$ cat src/rtl/vga_arb_pkg.sv
// ============================================================================
//  Module      : vga_arb_pkg
//  Description : Shared definitions for the VGA pixel-write arbiter: the
//                arbiter state encoding, default clear-sweep geometry and
//                the adapter pixel field widths.
//  Revision    : 1.0  initial release
// ============================================================================
`default_nettype none

package vga_arb_pkg;

    // Arbiter state encoding
    typedef enum logic [1:0] {
        ST_IDLE  = 2'd0,
        ST_GRANT = 2'd1,
        ST_CLEAR = 2'd2
    } arb_state_t;

    // Default clear-sweep geometry (160x120 adapter resolution)
    localparam int SCREEN_W_DEF = 160;
    localparam int SCREEN_H_DEF = 120;

    // Adapter pixel field widths
    localparam int X_W = 8;
    localparam int Y_W = 7;
    localparam int C_W = 3;

endpackage

`default_nettype wire

$ cat src/rtl/vga_rr_pick.sv
// ============================================================================
//  Module      : vga_rr_pick
//  Description : Combinational round-robin picker. Selects the first active
//                requester at or after the rotation pointer, wrapping around.
//  Ports       : i_req    - per-client request vector
//                i_rr_ptr - index of the highest-priority client this round
//                o_pick   - one-hot selected client
//                o_valid  - at least one request is active
//  Revision    : 1.0  initial release
// ============================================================================
`default_nettype none

module vga_rr_pick
    import vga_arb_pkg::*;
#(
    parameter int N_REQ = 3,
    parameter int PTR_W = $clog2(N_REQ)
) (
    input  logic [N_REQ-1:0] i_req,
    input  logic [PTR_W-1:0] i_rr_ptr,
    output logic [N_REQ-1:0] o_pick,
    output logic             o_valid
);

    // Walk the offsets from the pointer outward; the inner loop matches the
    // wrapped position against a constant index so no variable bit-select
    // is needed.
    always_comb begin
        o_pick  = '0;
        o_valid = 1'b0;
        for (int off = 0; off < N_REQ; off++) begin
            for (int j = 0; j < N_REQ; j++) begin
                if (!o_valid && i_req[j] &&
                    (j == ((int'(i_rr_ptr) + off) % N_REQ))) begin
                    o_pick[j] = 1'b1;
                    o_valid   = 1'b1;
                end
            end
        end
    end

endmodule

`default_nettype wire

$ cat src/rtl/vga_write_arbiter.sv
// ============================================================================
//  Module      : vga_write_arbiter
//  Description : Shares the single VGA adapter pixel-write port among N_REQ
//                drawing clients. Round-robin grants held for a whole burst,
//                with a built-in full-screen clear engine that runs after
//                reset and on request, taking priority at burst boundaries.
//  Ports       : clk, reset (sync, active-low)
//                i_req/i_plot_in/i_last     - per-client handshake
//                i_x_in/i_y_in/i_colour_in  - packed per-client pixel fields
//                i_clear_req                - one-cycle clear request pulse
//                o_gnt                      - registered one-hot grant
//                o_clear_busy               - high while sweep pixels emitted
//                o_vga_x/y/colour/plot      - adapter write port
//                o_timeout_err              - only with ARB_TIMEOUT_EN
//  Options     : define ARB_TIMEOUT_EN to add a MAX_BURST grant watchdog.
//  Revision    : 1.0  initial release
// ============================================================================
`default_nettype none

module vga_write_arbiter
    import vga_arb_pkg::*;
#(
    parameter int N_REQ     = 3,
    parameter int SCREEN_W  = SCREEN_W_DEF,
    parameter int SCREEN_H  = SCREEN_H_DEF,
    parameter int MAX_BURST = 512
) (
    input  logic                   clk,
    input  logic                   reset,
    input  logic [N_REQ-1:0]       i_req,
    input  logic [N_REQ-1:0]       i_plot_in,
    input  logic [N_REQ-1:0]       i_last,
    input  logic [X_W*N_REQ-1:0]   i_x_in,
    input  logic [Y_W*N_REQ-1:0]   i_y_in,
    input  logic [C_W*N_REQ-1:0]   i_colour_in,
    input  logic                   i_clear_req,
    output logic [N_REQ-1:0]       o_gnt,
    output logic                   o_clear_busy,
    output logic [X_W-1:0]         o_vga_x,
    output logic [Y_W-1:0]         o_vga_y,
    output logic [C_W-1:0]         o_vga_colour,
    output logic                   o_vga_plot
`ifdef ARB_TIMEOUT_EN
    ,
    output logic                   o_timeout_err
`endif
);

    localparam int PTR_W = $clog2(N_REQ);

    if (N_REQ < 2 || N_REQ > 8 || MAX_BURST < 1) begin : g_bad_cfg
        $error("vga_write_arbiter: unsupported N_REQ or MAX_BURST");
    end

    arb_state_t        r_state, w_state_n;
    logic [PTR_W-1:0]  r_rr_ptr, w_rr_ptr_n;
    logic [PTR_W-1:0]  r_idx, w_idx_n, w_pick_idx;
    logic              r_clear_pending, w_clear_pending_n;
    logic [N_REQ-1:0]  r_gnt, w_gnt_n, w_pick;
    logic              w_pick_valid;
    logic [X_W-1:0]    r_cx, w_cx_n, r_x, w_x_n, w_sel_x;
    logic [Y_W-1:0]    r_cy, w_cy_n, r_y, w_y_n, w_sel_y;
    logic [C_W-1:0]    r_col, w_col_n, w_sel_col;
    logic              r_plot, w_plot_n, r_busy, w_busy_n;
    logic              w_eob, w_timeout;

    vga_rr_pick #(
        .N_REQ (N_REQ),
        .PTR_W (PTR_W)
    ) u_pick (
        .i_req    (i_req),
        .i_rr_ptr (r_rr_ptr),
        .o_pick   (w_pick),
        .o_valid  (w_pick_valid)
    );

    // One-hot pick to index, and AND-OR mux of the granted client's fields
    // keyed directly on the registered one-hot grant.
    always_comb begin
        w_pick_idx = '0;
        w_sel_x    = '0;
        w_sel_y    = '0;
        w_sel_col  = '0;
        for (int j = 0; j < N_REQ; j++) begin
            if (w_pick[j]) w_pick_idx = PTR_W'(j);
            w_sel_x   = w_sel_x   | (i_x_in[j*X_W +: X_W]      & {X_W{r_gnt[j]}});
            w_sel_y   = w_sel_y   | (i_y_in[j*Y_W +: Y_W]      & {Y_W{r_gnt[j]}});
            w_sel_col = w_sel_col | (i_colour_in[j*C_W +: C_W] & {C_W{r_gnt[j]}});
        end
    end

    // Burst ends on a plotted last pixel or when the owner drops its request
    assign w_eob = (|(i_plot_in & i_last & r_gnt)) | ~(|(i_req & r_gnt));

`ifdef ARB_TIMEOUT_EN
    localparam int BCNT_W = $clog2(MAX_BURST + 1);
    logic [BCNT_W-1:0] r_bcnt;
    logic              r_timeout;

    assign w_timeout = (r_state == ST_GRANT) && !w_eob &&
                       (r_bcnt == BCNT_W'(MAX_BURST - 1));

    // Counter idles at zero outside GRANT so each grant starts fresh
    always_ff @(posedge clk) begin
        if (!reset) begin
            r_bcnt    <= '0;
            r_timeout <= 1'b0;
        end else begin
            r_timeout <= w_timeout;
            if (r_state == ST_GRANT) r_bcnt <= r_bcnt + 1'b1;
            else                     r_bcnt <= '0;
        end
    end

    assign o_timeout_err = r_timeout;
`else
    assign w_timeout = 1'b0;
`endif

    always_comb begin
        w_state_n         = r_state;
        w_rr_ptr_n        = r_rr_ptr;
        w_idx_n           = r_idx;
        w_clear_pending_n = r_clear_pending | i_clear_req;
        w_gnt_n           = r_gnt;
        w_cx_n            = r_cx;
        w_cy_n            = r_cy;
        w_x_n             = r_x;
        w_y_n             = r_y;
        w_col_n           = r_col;
        w_plot_n          = 1'b0;
        w_busy_n          = 1'b0;
        case (r_state)
            ST_IDLE: begin
                if (r_clear_pending) begin
                    // A clear_req arriving on this same cycle is absorbed
                    // into the sweep about to start.
                    w_state_n         = ST_CLEAR;
                    w_clear_pending_n = 1'b0;
                end else if (w_pick_valid) begin
                    w_gnt_n   = w_pick;
                    w_idx_n   = w_pick_idx;
                    w_state_n = ST_GRANT;
                end
            end
            ST_GRANT: begin
                w_x_n    = w_sel_x;
                w_y_n    = w_sel_y;
                w_col_n  = w_sel_col;
                w_plot_n = |(i_plot_in & r_gnt);
                if (w_eob || w_timeout) begin
                    w_gnt_n    = '0;
                    w_rr_ptr_n = (r_idx == PTR_W'(N_REQ - 1)) ? '0 : r_idx + 1'b1;
                    w_state_n  = ST_IDLE;
                end
            end
            ST_CLEAR: begin
                w_x_n    = r_cx;
                w_y_n    = r_cy;
                w_col_n  = '0;
                w_plot_n = 1'b1;
                w_busy_n = 1'b1;
                if (r_cx == X_W'(SCREEN_W - 1)) begin
                    w_cx_n = '0;
                    if (r_cy == Y_W'(SCREEN_H - 1)) begin
                        w_cy_n            = '0;
                        w_state_n         = ST_IDLE;
                        // Requests seen during the sweep are merged into it
                        w_clear_pending_n = 1'b0;
                    end else begin
                        w_cy_n = r_cy + 1'b1;
                    end
                end else begin
                    w_cx_n = r_cx + 1'b1;
                end
            end
            default: w_state_n = ST_IDLE;
        endcase
    end

    always_ff @(posedge clk) begin
        if (!reset) begin
            r_state         <= ST_IDLE;
            r_rr_ptr        <= '0;
            r_idx           <= '0;
            r_clear_pending <= 1'b1;
            r_gnt           <= '0;
            r_cx            <= '0;
            r_cy            <= '0;
            r_x             <= '0;
            r_y             <= '0;
            r_col           <= '0;
            r_plot          <= 1'b0;
            r_busy          <= 1'b0;
        end else begin
            r_state         <= w_state_n;
            r_rr_ptr        <= w_rr_ptr_n;
            r_idx           <= w_idx_n;
            r_clear_pending <= w_clear_pending_n;
            r_gnt           <= w_gnt_n;
            r_cx            <= w_cx_n;
            r_cy            <= w_cy_n;
            r_x             <= w_x_n;
            r_y             <= w_y_n;
            r_col           <= w_col_n;
            r_plot          <= w_plot_n;
            r_busy          <= w_busy_n;
        end
    end

    assign o_gnt        = r_gnt;
    assign o_clear_busy = r_busy;
    assign o_vga_x      = r_x;
    assign o_vga_y      = r_y;
    assign o_vga_colour = r_col;
    assign o_vga_plot   = r_plot;

endmodule

`default_nettype wire

$ cat config.mk
export PLATFORM = sky130hd
export DESIGN_NAME = vga_write_arbiter
export DESIGN_NICKNAME = d
export VERILOG_FILES = /design/src/rtl/vga_arb_pkg.sv /design/src/rtl/vga_rr_pick.sv /design/src/rtl/vga_write_arbiter.sv
export SDC_FILE = /design/constraint.sdc
export NUM_CORES = 1
export LEC_CHECK = 0
export CAP_MARGIN = 10
export CORE_ASPECT_RATIO = 0.75
export CORE_MARGIN = 1.5
export CORE_UTILIZATION = 48
export DETAILED_ROUTE_END_ITERATION = 8
export PLACE_DENSITY_LB_ADDON = 0.25
export SLEW_MARGIN = 20
export SYNTH_ARGS = -nofsm -noshare
export SYNTH_HDL_FRONTEND = slang
export SYNTH_SLANG_ARGS = --single-unit
$ cat constraint.sdc
create_clock -name clk -period 2.95 [get_ports clk]
set_input_delay 0.4425 -clock clk [delete_from_list [all_inputs] [get_ports clk]]
set_output_delay 0.4425 -clock clk [all_outputs]
set_load 0.02 [all_outputs]
==> results of run 1 <==
## sequential cells by signal, indices dropped and copies added (netlist names)
signal / flops
r_state: 2
r_clear_pending: 1
o_clear_busy: 1
o_vga_x: 8
r_rr_ptr: 2
o_vga_y: 7
r_cx: 8
o_gnt: 3
o_vga_plot: 1
o_vga_colour: 3
r_idx: 2
r_cy: 7
## routing by layer
layer | track usage, % | up-vias
met5 | 0 | -
met4 | 6.45 | 0
met3 | 6.72 | 11
met2 | 39.6 | 111
met1 | 30.7 | 1110
li1 | - | 1212
## where the power goes
| part | switching (µW) | internal (µW) | leakage, µW |
|---|---|---|---|
| Clock | 209 | 212 | 0.0000542 |
| Combinational | 682 | 567 | 0.000784 |
| Sequential | 87.4 | 712 | 0.000366 |
## cell usage after synthesis, types with 7 or more instances
cell                       number
sky130_fd_sc_hd__ha_1           7
sky130_fd_sc_hd__a222oi_1       8
sky130_fd_sc_hd__mux2i_1        7
sky130_fd_sc_hd__nor2_1        21
sky130_fd_sc_hd__inv_1          9
sky130_fd_sc_hd__o22ai_1       13
sky130_fd_sc_hd__a22oi_1       15
sky130_fd_sc_hd__dfxtp_1       45
sky130_fd_sc_hd__nor2b_1       10
sky130_fd_sc_hd__nand4_1        7
sky130_fd_sc_hd__and2_1        11
sky130_fd_sc_hd__nand3_1       17
sky130_fd_sc_hd__clkbuf_1      13
sky130_fd_sc_hd__nand2_1       37
## worst max-delay path by stage
stage / startpoint / to / slack, ns / cells past startpoint
after floorplan: r_state[0]$_SDFFE_PN0P_ / o_vga_x[7]$_SDFFE_PN0P_ / 1.17 / 7
after global placement: i_req[0] / r_state[0]$_SDFFE_PN0P_ / 0.78 / 6
after detailed placement: i_req[0] / r_state[0]$_SDFFE_PN0P_ / 0.64 / 6
after CTS: o_gnt[1]$_SDFFE_PN0P_ / o_gnt[1] / 0.56 / 1
after global routing: o_gnt[1]$_SDFFE_PN0P_ / o_gnt[1] / 0.50 / 1
final: o_gnt[1]$_SDFFE_PN0P_ / o_gnt[1] / 0.58 / 1
## layout make-up
type / instances / area, µm² / area share (%)
sequential: 45 / 901 / 26.2
timing repair buffer: 94 / 926 / 26.9
clock buffer: 7 / 96.3 / 2.80
tap: 60 / 75.1 / 2.18
multi-input combinational: 214 / 1400 / 40.6
clock inverter: 1 / 5.00 / 0.146
inverter: 10 / 37.5 / 1.09
## cells by family (layout without fill, tap and decap cells)
kind of cell / Yosys count / count (layout) / synth area share [%]
AOI/OAI and AO/OA: 67 / 67 / 22.0
xor gates and xnor gates: 10 / 10 / 3.66
adders and majority gates: 7 / 7 / 3.66
buffers and inverters: 26 / 112 / 4.07
DFF: 45 / 45 / 37.6
muxes: 7 / 7 / 2.92
and+or+nand+nor: 123 / 123 / 26.1
## tightest hold or removal path, delay by kind of cell, from the launching register on
family | cells | cell delay, ns
AOI/OAI and AO/OA | 1 | 0.06
DFF | 1 | 0.33
and+or+nand+nor | 1 | 0.06
## per-stage QoR
| stage | instance area (µm²) | setup WS, ns | hold slack (ns) |
|---|---|---|---|
| 3_3_place_gp | 3340 | 0.779 | 0.483 |
| 3_5_place_dp | 3340 | 0.636 | 0.490 |
| 4_1_cts | 3440 | 0.560 | 0.501 |
| 2_1_floorplan | 2400 | 1.17 | 0.463 |
| 6_report | 3440 | 0.582 | 0.500 |
| 5_1_grt | 3440 | 0.497 | 0.530 |
==> impl_table.tex, run 1 <==
\begin{tabular}{lr}
\hline
Metric & Value \\
\hline
\multicolumn{2}{l}{\textbf{Worst setup path}} \\
\quad Capture instance of the worst register-to-register path & r\_state[0]\$\_SDFFE\_PN0P\_ \\
\quad RR Startpoint & o\_gnt[1]\$\_SDFFE\_PN0P\_ \\
\quad Worst Setup End Kind & output port \\
\quad Critical path start-end classification & reg2out \\
\quad Data arrival time at the worst-slack endpoint & between 1.5 and 2 ns \\
\quad Library cell contributing the largest single delay on the critical path & sky130\_fd\_sc\_hd\_\_dfxtp\_1 \\
\quad Cell-by-cell listing of the critical path & clkdlybuf4s50\_1 \\
\quad R2R Setup Slk & 0.72 ns \\
\quad Crit start category & flop \\
\quad CP top delay family & flip-flops \\
\quad Slowest Stage Delay on Critical Path & 0.88 ns \\
\quad R2r worst-path depth & 5 \\
\quad Required arrival time at the worst endpoint & 2.51 ns \\
\quad Maximum fanout count along the critical path & 23 \\
\quad Sum of buffers and inverters on the critical path & 1 \\
\multicolumn{2}{l}{\textbf{CTS}} \\
\quad Deepest level of the CTS H-tree & 2 \\
\quad Total of hold buffers inserted after clock tree synthesis & 0 \\
\quad \# clock sinks & 45 \\
\quad Clock tree from TritonCTS & yes \\
\quad Total setup buffers inserted after CTS & 0 \\
\quad Max Buffers Root-to-Sink & 2 \\
\quad Clock latency of the later-clocked register in the worst-skew pair & 0.30 ns \\
\quad Number of gates resized after cts & 0 \\
\quad Number of clock buffers inserted by TritonCTS & 5 \\
\quad Clock transition at path regs & approximately 0.080 ns \\
\quad Cell at the root of the clock tree & sky130\_fd\_sc\_hd\_\_clkbuf\_8 \\
\multicolumn{2}{l}{\textbf{Route}} \\
\quad DRT Wirelength & about 6500 µm \\
\quad Max layer used & met4 \\
\quad Vias after detailed routing & approximately 2400 \\
\quad Detailed-routed wire length on met2 & 2990 µm \\
\quad Count of TritonRoute iterations in the first routing pass & 4 \\
\quad Met1 Wirelength & 2800 µm \\
\quad Total met3 wirelength after detailed routing & 578 µm \\
\quad Number of DRC violations after detailed-routing iteration 0 & 155 \\
\quad Number of nets with antenna violations after routing & 0 \\
\quad Via-to-Cell Ratio & 5.67 \\
\quad Detailed-route wire length per cell & 15.0 µm \\
\quad Drc violations & 0 \\
\multicolumn{2}{l}{\textbf{Pwr}} \\
\quad Pwr Total & approximately 2500 µW \\
\quad VDD IR-drop max & just under 0.5 mV \\
\quad Power density over the cells & around 720 nW/µm² \\
\quad Leakage dissipation & 0.00120 µW \\
\multicolumn{2}{l}{\textbf{Yosys}} \\
\quad Number of synthesized flops with an enable pin & 0 \\
\quad Synth area leaders & sky130\_fd\_sc\_hd\_\_dfxtp\_1, sky130\_fd\_sc\_hd\_\_nand2\_1, sky130\_fd\_sc\_hd\_\_a22oi\_1, sky130\_fd\_sc\_hd\_\_ha\_1, sky130\_fd\_sc\_hd\_\_nand3\_1 \\
\quad Share of synthesized area occupied by flip-flops and latches & 37.6\% \\
\quad Synthesized net count & 358 \\
\quad Post-synthesis cell area & $\sim$2400 µm² \\
\quad Synth Instances & roughly 290 \\
\quad Ys Warns & 0 \\
\quad Cell type contributing the most total cell area after synthesis & sky130\_fd\_sc\_hd\_\_dfxtp\_1 \\
\quad Post-synthesis cell type count & between 40 and 50 \\
\quad Flip-flop cell with the highest count after synthesis & sky130\_fd\_sc\_hd\_\_dfxtp\_1 \\
\quad Fraction of post-synthesis cell area in the top cell type by area & between 30\% and 40\% \\
\quad FF+latch count, synth & 45 \\
\quad Async set-or-reset flop fraction in the synthesized netlist & 0\% \\
\quad Mean area per synthesized cell & 8.41 µm² \\
\multicolumn{2}{l}{\textbf{STA}} \\
\quad Unrepaired setup endpoints after global routing & false \\
\quad Fin Clk Skew & 0.00644 ns \\
\quad Number of setup violations in the final report & 0 \\
\quad Fmax & between 400 and 500 MHz \\
\quad Max-Slew Margin vs Limit & 44.0\% \\
\quad Hold violation total from the final report & 0 \\
\quad Total count of max-transition violations in the final report & 0 \\
\quad Transition time of the tightest slew-check pin & between 0.8 and 0.9 ns \\
\quad Final period utilization & 80.3\% \\
\quad Aggregate negative setup slack & 0 ns \\
\quad Post-route minimum period & 2.37 ns \\
\multicolumn{2}{l}{\textbf{Placed design}} \\
\quad Total placed cells including tap cells & 423 \\
\quad Detailed-placement wirelength estimate & just under 5000 µm \\
\quad Port buffer count & approximately 90 \\
\quad Placer's final routability congestion estimate & 0.893 \\
\multicolumn{2}{l}{\textbf{Global route}} \\
\quad Number of global-route vias before repair & 2233 \\
\quad Number of antenna violations at the first check in global routing & 0 \\
\quad Global-route wire length before repair & 10400 µm \\
\quad Overall global routing resource usage & 23.9\% \\
\quad Remaining global-route overflow & 0 \\
\quad Pin count of the biggest net entering global routing & 42 \\
\multicolumn{2}{l}{\textbf{Die}} \\
\quad Area of the placeable core & between 4000 and 5000 µm² \\
\quad Die Ht & approximately 64 µm \\
\quad Total die area & roughly 5400 µm² \\
\quad Number of standard-cell rows in the floorplan & 22 \\
\quad Die extent in x & 84.6 µm \\
\quad Number of placed I/O pins & a little under 90 \\
\quad Effective utilization at floorplan & 49.5\% \\
\multicolumn{2}{l}{\textbf{Worst hold path}} \\
\quad Instance count along the most critical hold path & 2 \\
\quad Critical hold path startpoint & r\_state[1]\$\_SDFFE\_PN0P\_ \\
\quad Sink of the worst hold path & r\_state[1]\$\_SDFFE\_PN0P\_ \\
\quad Classification of the worst-slack hold path & reg2reg \\
\multicolumn{2}{l}{\textbf{Finish}} \\
\quad Most common cell after layout, fill and taps aside & sky130\_fd\_sc\_hd\_\_clkdlybuf4s50\_1 \\
\quad Most frequent cells in the layout & sky130\_fd\_sc\_hd\_\_clkdlybuf4s50\_1, sky130\_fd\_sc\_hd\_\_dfxtp\_1, sky130\_fd\_sc\_hd\_\_nand2\_1 \\
\quad Area growth, synth to finish & 43.5\% \\
\quad Layout filler cell count & 393 \\
\quad Core utilization of the finished layout & 71.0\% \\
\quad Number of non-filler instances in the completed layout & 431 \\
\quad Layout cells sized above 1 & 5.39\% \\
\quad Number of antenna diodes & 0 \\
\quad Number of nets in the final layout & 443 \\
\multicolumn{2}{l}{\textbf{Run}} \\
\quad Max-capacitance violation count & 0 \\
\multicolumn{2}{l}{\textbf{Outcome}} \\
\quad Result of the run & complete, no violations \\
\hline
\end{tabular}
(Power assumes the default switching activity.)
==> inputs of run 2 (changes only) <==
CORE_UTILIZATION = 40   (was 48)
clock period = 2 ns   (was 2.95 ns; I/O delays follow)
==> run 2 against run 1 <==
  * Global-route usage shrank 2.2 points
  * Sequential share of layout area shrank 1.2 points
  * First-iteration DRC count shrank 27%
  * Flip-flop and latch count is the same
  * Combinational power grew 58%
  * Clock-buffer cell count is the same
  * Largest cell class unchanged
==> impl_table.tex, run 2 (synthesized netlist as in run 1, its figures left out) <==
\begin{tabular}{lr}
\hline
Metric & Value \\
\hline
\multicolumn{2}{l}{\textbf{Outcome}} \\
\quad Result of the run & complete, no violations (unchanged) \\
\multicolumn{2}{l}{\textbf{Worst setup path}} \\
\quad Data arrival time at the worst-slack endpoint & 1.65 ns (was 1.93 ns) \\
\quad Crit start category & flop (unchanged) \\
\quad Library cell contributing the largest single delay on the critical path & sky130\_fd\_sc\_hd\_\_clkdlybuf4s50\_1 (was sky130\_fd\_sc\_hd\_\_dfxtp\_1) \\
\quad CP top delay family & buffers and inverters (was flip-flops) \\
\quad Maximum fanout count along the critical path & 9 (was 23) \\
\quad Setup crit start & o\_gnt[1]\$\_SDFFE\_PN0P\_ (unchanged) \\
\quad Critical path start-end classification & reg2out (unchanged) \\
\quad Required arrival time at the worst endpoint & 1.70 ns (was 2.51 ns) \\
\quad R2R Setup Slk & 0.14 ns (was 0.72 ns) \\
\quad Sum of buffers and inverters on the critical path & 2 (was 1) \\
\quad Cell-by-cell listing of the critical path & buf\_4, clkdlybuf4s50\_1 (was clkdlybuf4s50\_1) \\
\quad Worst Setup End Kind & output port (unchanged) \\
\quad Slowest Stage Delay on Critical Path & 0.63 ns (was 0.88 ns) \\
\quad RR Startpoint & r\_cx[0]\$\_SDFFE\_PN0P\_ (was o\_gnt[1]\$\_SDFFE\_PN0P\_) \\
\multicolumn{2}{l}{\textbf{STA}} \\
\quad Unrepaired setup endpoints after global routing & false (unchanged) \\
\quad Fin Clk Skew & 0.00977 ns (was 0.00644 ns) \\
\quad Hold violation total from the final report & 0 (unchanged) \\
\quad Final period utilization & 97.3\% \\
\quad Transition time of the tightest slew-check pin & 0.411 ns (was 0.839 ns) \\
\quad Aggregate negative setup slack & 0 ns (unchanged) \\
\quad Max-Slew Margin vs Limit & 72.4\% (was 44.0\%) \\
\quad Number of setup violations in the final report & 0 (unchanged) \\
\quad Total count of max-transition violations in the final report & 0 (unchanged) \\
\quad Fmax & 514 MHz \\
\quad Hold\_ws & 0.520 ns (was 0.500 ns) \\
\quad Post-route minimum period & approximately 2 ns \\
\multicolumn{2}{l}{\textbf{Die}} \\
\quad Total die area & 6470 µm² (was 5430 µm²) \\
\quad Die Ht & 70.0 µm (was 64.2 µm) \\
\quad Number of standard-cell rows in the floorplan & 24 (was 22) \\
\quad Area of the placeable core & 5800 µm² (was 4840 µm²) \\
\quad Number of placed I/O pins & 89 (unchanged) \\
\quad Effective utilization at floorplan & 41.3\% (was 49.5\%) \\
\quad Die extent in x & 92.4 µm (was 84.6 µm) \\
\multicolumn{2}{l}{\textbf{Pwr}} \\
\quad Logic pwr share & 51.6\% (was 50.6\%) \\
\quad Pwr Total & 3840 µW (was 2470 µW) \\
\quad Power dissipated by switching net loads & 1460 µW (was 979 µW) \\
\quad VDD IR-drop max & 0.684 mV (was 0.485 mV) \\
\quad Fraction of power spent switching nets & 38.0\% (was 39.6\%) \\
\quad Flop pwr share & 30.1\% (was 32.4\%) \\
\quad Cell-internal power & 2380 µW (was 1490 µW) \\
\quad Power density over the cells & 1070 nW/µm² (was 718 nW/µm²) \\
\quad Leakage dissipation & 0.00128 µW (was 0.00120 µW) \\
\quad Part of the total power dissipated in the clock network & 18.3\% (was 17.1\%) \\
\multicolumn{2}{l}{\textbf{Route}} \\
\quad Number of DRC violations after detailed-routing iteration 0 & 113 (was 155) \\
\quad Drc violations & 0 (unchanged) \\
\quad Number of nets with antenna violations after routing & 0 (unchanged) \\
\quad Vias after detailed routing & 2476 (was 2444) \\
\quad Via-to-Cell Ratio & 5.34 (was 5.67) \\
\quad Count of TritonRoute iterations in the first routing pass & 5 (was 4) \\
\quad Detailed-route wire length per cell & 14.8 µm (was 15.0 µm) \\
\quad DRT Wirelength & 6850 µm (was 6460 µm) \\
\multicolumn{2}{l}{\textbf{CTS}} \\
\quad Max Buffers Root-to-Sink & 2 (unchanged) \\
\quad Clock transition at path regs & 0.08 ns (about the same) \\
\quad Number of gates resized after cts & 0 (unchanged) \\
\quad Total setup buffers inserted after CTS & 0 (unchanged) \\
\quad Clock latency of the later-clocked register in the worst-skew pair & 0.30 ns (about the same) \\
\quad Clock tree from TritonCTS & yes (unchanged) \\
\quad \# clock sinks & 45 (unchanged) \\
\quad Total of hold buffers inserted after clock tree synthesis & 0 (unchanged) \\
\quad Cell at the root of the clock tree & sky130\_fd\_sc\_hd\_\_clkbuf\_8 (unchanged) \\
\quad Number of clock buffers inserted by TritonCTS & 5 (unchanged) \\
\quad Deepest level of the CTS H-tree & 2 (unchanged) \\
\multicolumn{2}{l}{\textbf{Global route}} \\
\quad Number of global-route vias before repair & 2426 (was 2233) \\
\quad Overall global routing resource usage & 21.7\% (was 23.9\%) \\
\quad Number of antenna violations at the first check in global routing & 0 (unchanged) \\
\quad Pin count of the biggest net entering global routing & 42 (unchanged) \\
\quad Remaining global-route overflow & 0 (unchanged) \\
\quad Global-route wire length before repair & 11100 µm (was 10400 µm) \\
\multicolumn{2}{l}{\textbf{Finish}} \\
\quad Area of all placed cells without fillers & 3600 µm² (was 3440 µm²) \\
\quad Number of antenna diodes & 0 (unchanged) \\
\quad Most frequent cells in the layout & sky130\_fd\_sc\_hd\_\_clkdlybuf4s50\_1, sky130\_fd\_sc\_hd\_\_dfxtp\_1, sky130\_fd\_sc\_hd\_\_nand2\_1 (unchanged) \\
\quad Number of nets in the final layout & 458 (was 443) \\
\quad Most common cell after layout, fill and taps aside & sky130\_fd\_sc\_hd\_\_clkdlybuf4s50\_1 (unchanged) \\
\quad Core utilization of the finished layout & 62.2\% (was 71.0\%) \\
\quad Area growth, synth to finish & 50.4\% (was 43.5\%) \\
\quad Layout cells sized above 1 & 9.59\% (was 5.39\%) \\
\multicolumn{2}{l}{\textbf{Placed design}} \\
\quad Detailed-placement wirelength estimate & 5260 µm (was 4890 µm) \\
\quad Placer's final routability congestion estimate & 0.812 (was 0.893) \\
\quad Port buffer count & 88 (unchanged) \\
\quad Standard cell area after detailed placement & 3470 µm² (was 3340 µm²) \\
\multicolumn{2}{l}{\textbf{Run}} \\
\quad Max-capacitance violation count & 0 (unchanged) \\
\multicolumn{2}{l}{\textbf{Worst hold path}} \\
\quad Classification of the worst-slack hold path & reg2reg (unchanged) \\
\quad Critical hold path startpoint & o\_vga\_y[3]\$\_SDFFE\_PN0P\_ (was r\_state[1]\$\_SDFFE\_PN0P\_) \\
\hline
\end{tabular}
run 2: cell type report:
type / count / area, µm²
Clock buffer: 7 / 86.3
Clock inverter: 1 / 30.0
Fill cell: 505 / 2190
Inverter: 10 / 37.5
Multi-Input combinational cell: 214 / 1410
Sequential cell: 45 / 901
Tap cell: 78 / 97.6
Timing Repair Buffer: 109 / 1040
run 2: path summary, 6_finish.rpt:
path | to | cells past startpoint
max | o_gnt[1] | 2
max reg2reg | r_cy[0]$_SDFFE_PN0P_ | 5
min | o_vga_y[3]$_SDFFE_PN0P_ | 1
min reg2reg | o_vga_y[3]$_SDFFE_PN0P_ | 1
run 2: power by group through the flow:
stage | combinational (µW) | clock, µW | sequential [µW]
after CTS | 1980 | 719 | 1150
after detailed placement | 1980 | 0 | 1170
final | 1980 | 704 | 1150
after floorplan | 1110 | 0 | 1260
after global placement | 1940 | 0 | 1160
after global routing | 2180 | 768 | 1170
run 2: worst register-to-register path, delay by kind of cell, from the launching register on:
kind	cells	cell delay, ns
flops	1	0.40
compound gates	1	0.33
simple gates	3	0.77
fa+ha+maj	1	0.26
run 2: through the flow:
stage                     setup slack (ns)  std cells
after floorplan                      0.218        285
after global placement               0.174        456
after detailed placement            0.0699        456
after CTS                           0.0598        464
after global routing               0.00829        464
final                               0.0540        464
run 2: per-layer routing:
| layer | up-vias | share of wire [%] | wire [µm] | track usage (%) |
|---|---|---|---|---|
| li1 | 1243 | - | - | - |
| met1 | 1142 | 47 | 3210 | 27.9 |
| met2 | 87 | 45 | 3080 | 35.4 |
| met3 | 4 | 7.7 | 525 | 5.88 |
| met4 | 0 | 0.55 | 38 | 6.50 |
| met5 | - | 0 | 0 | 0 |
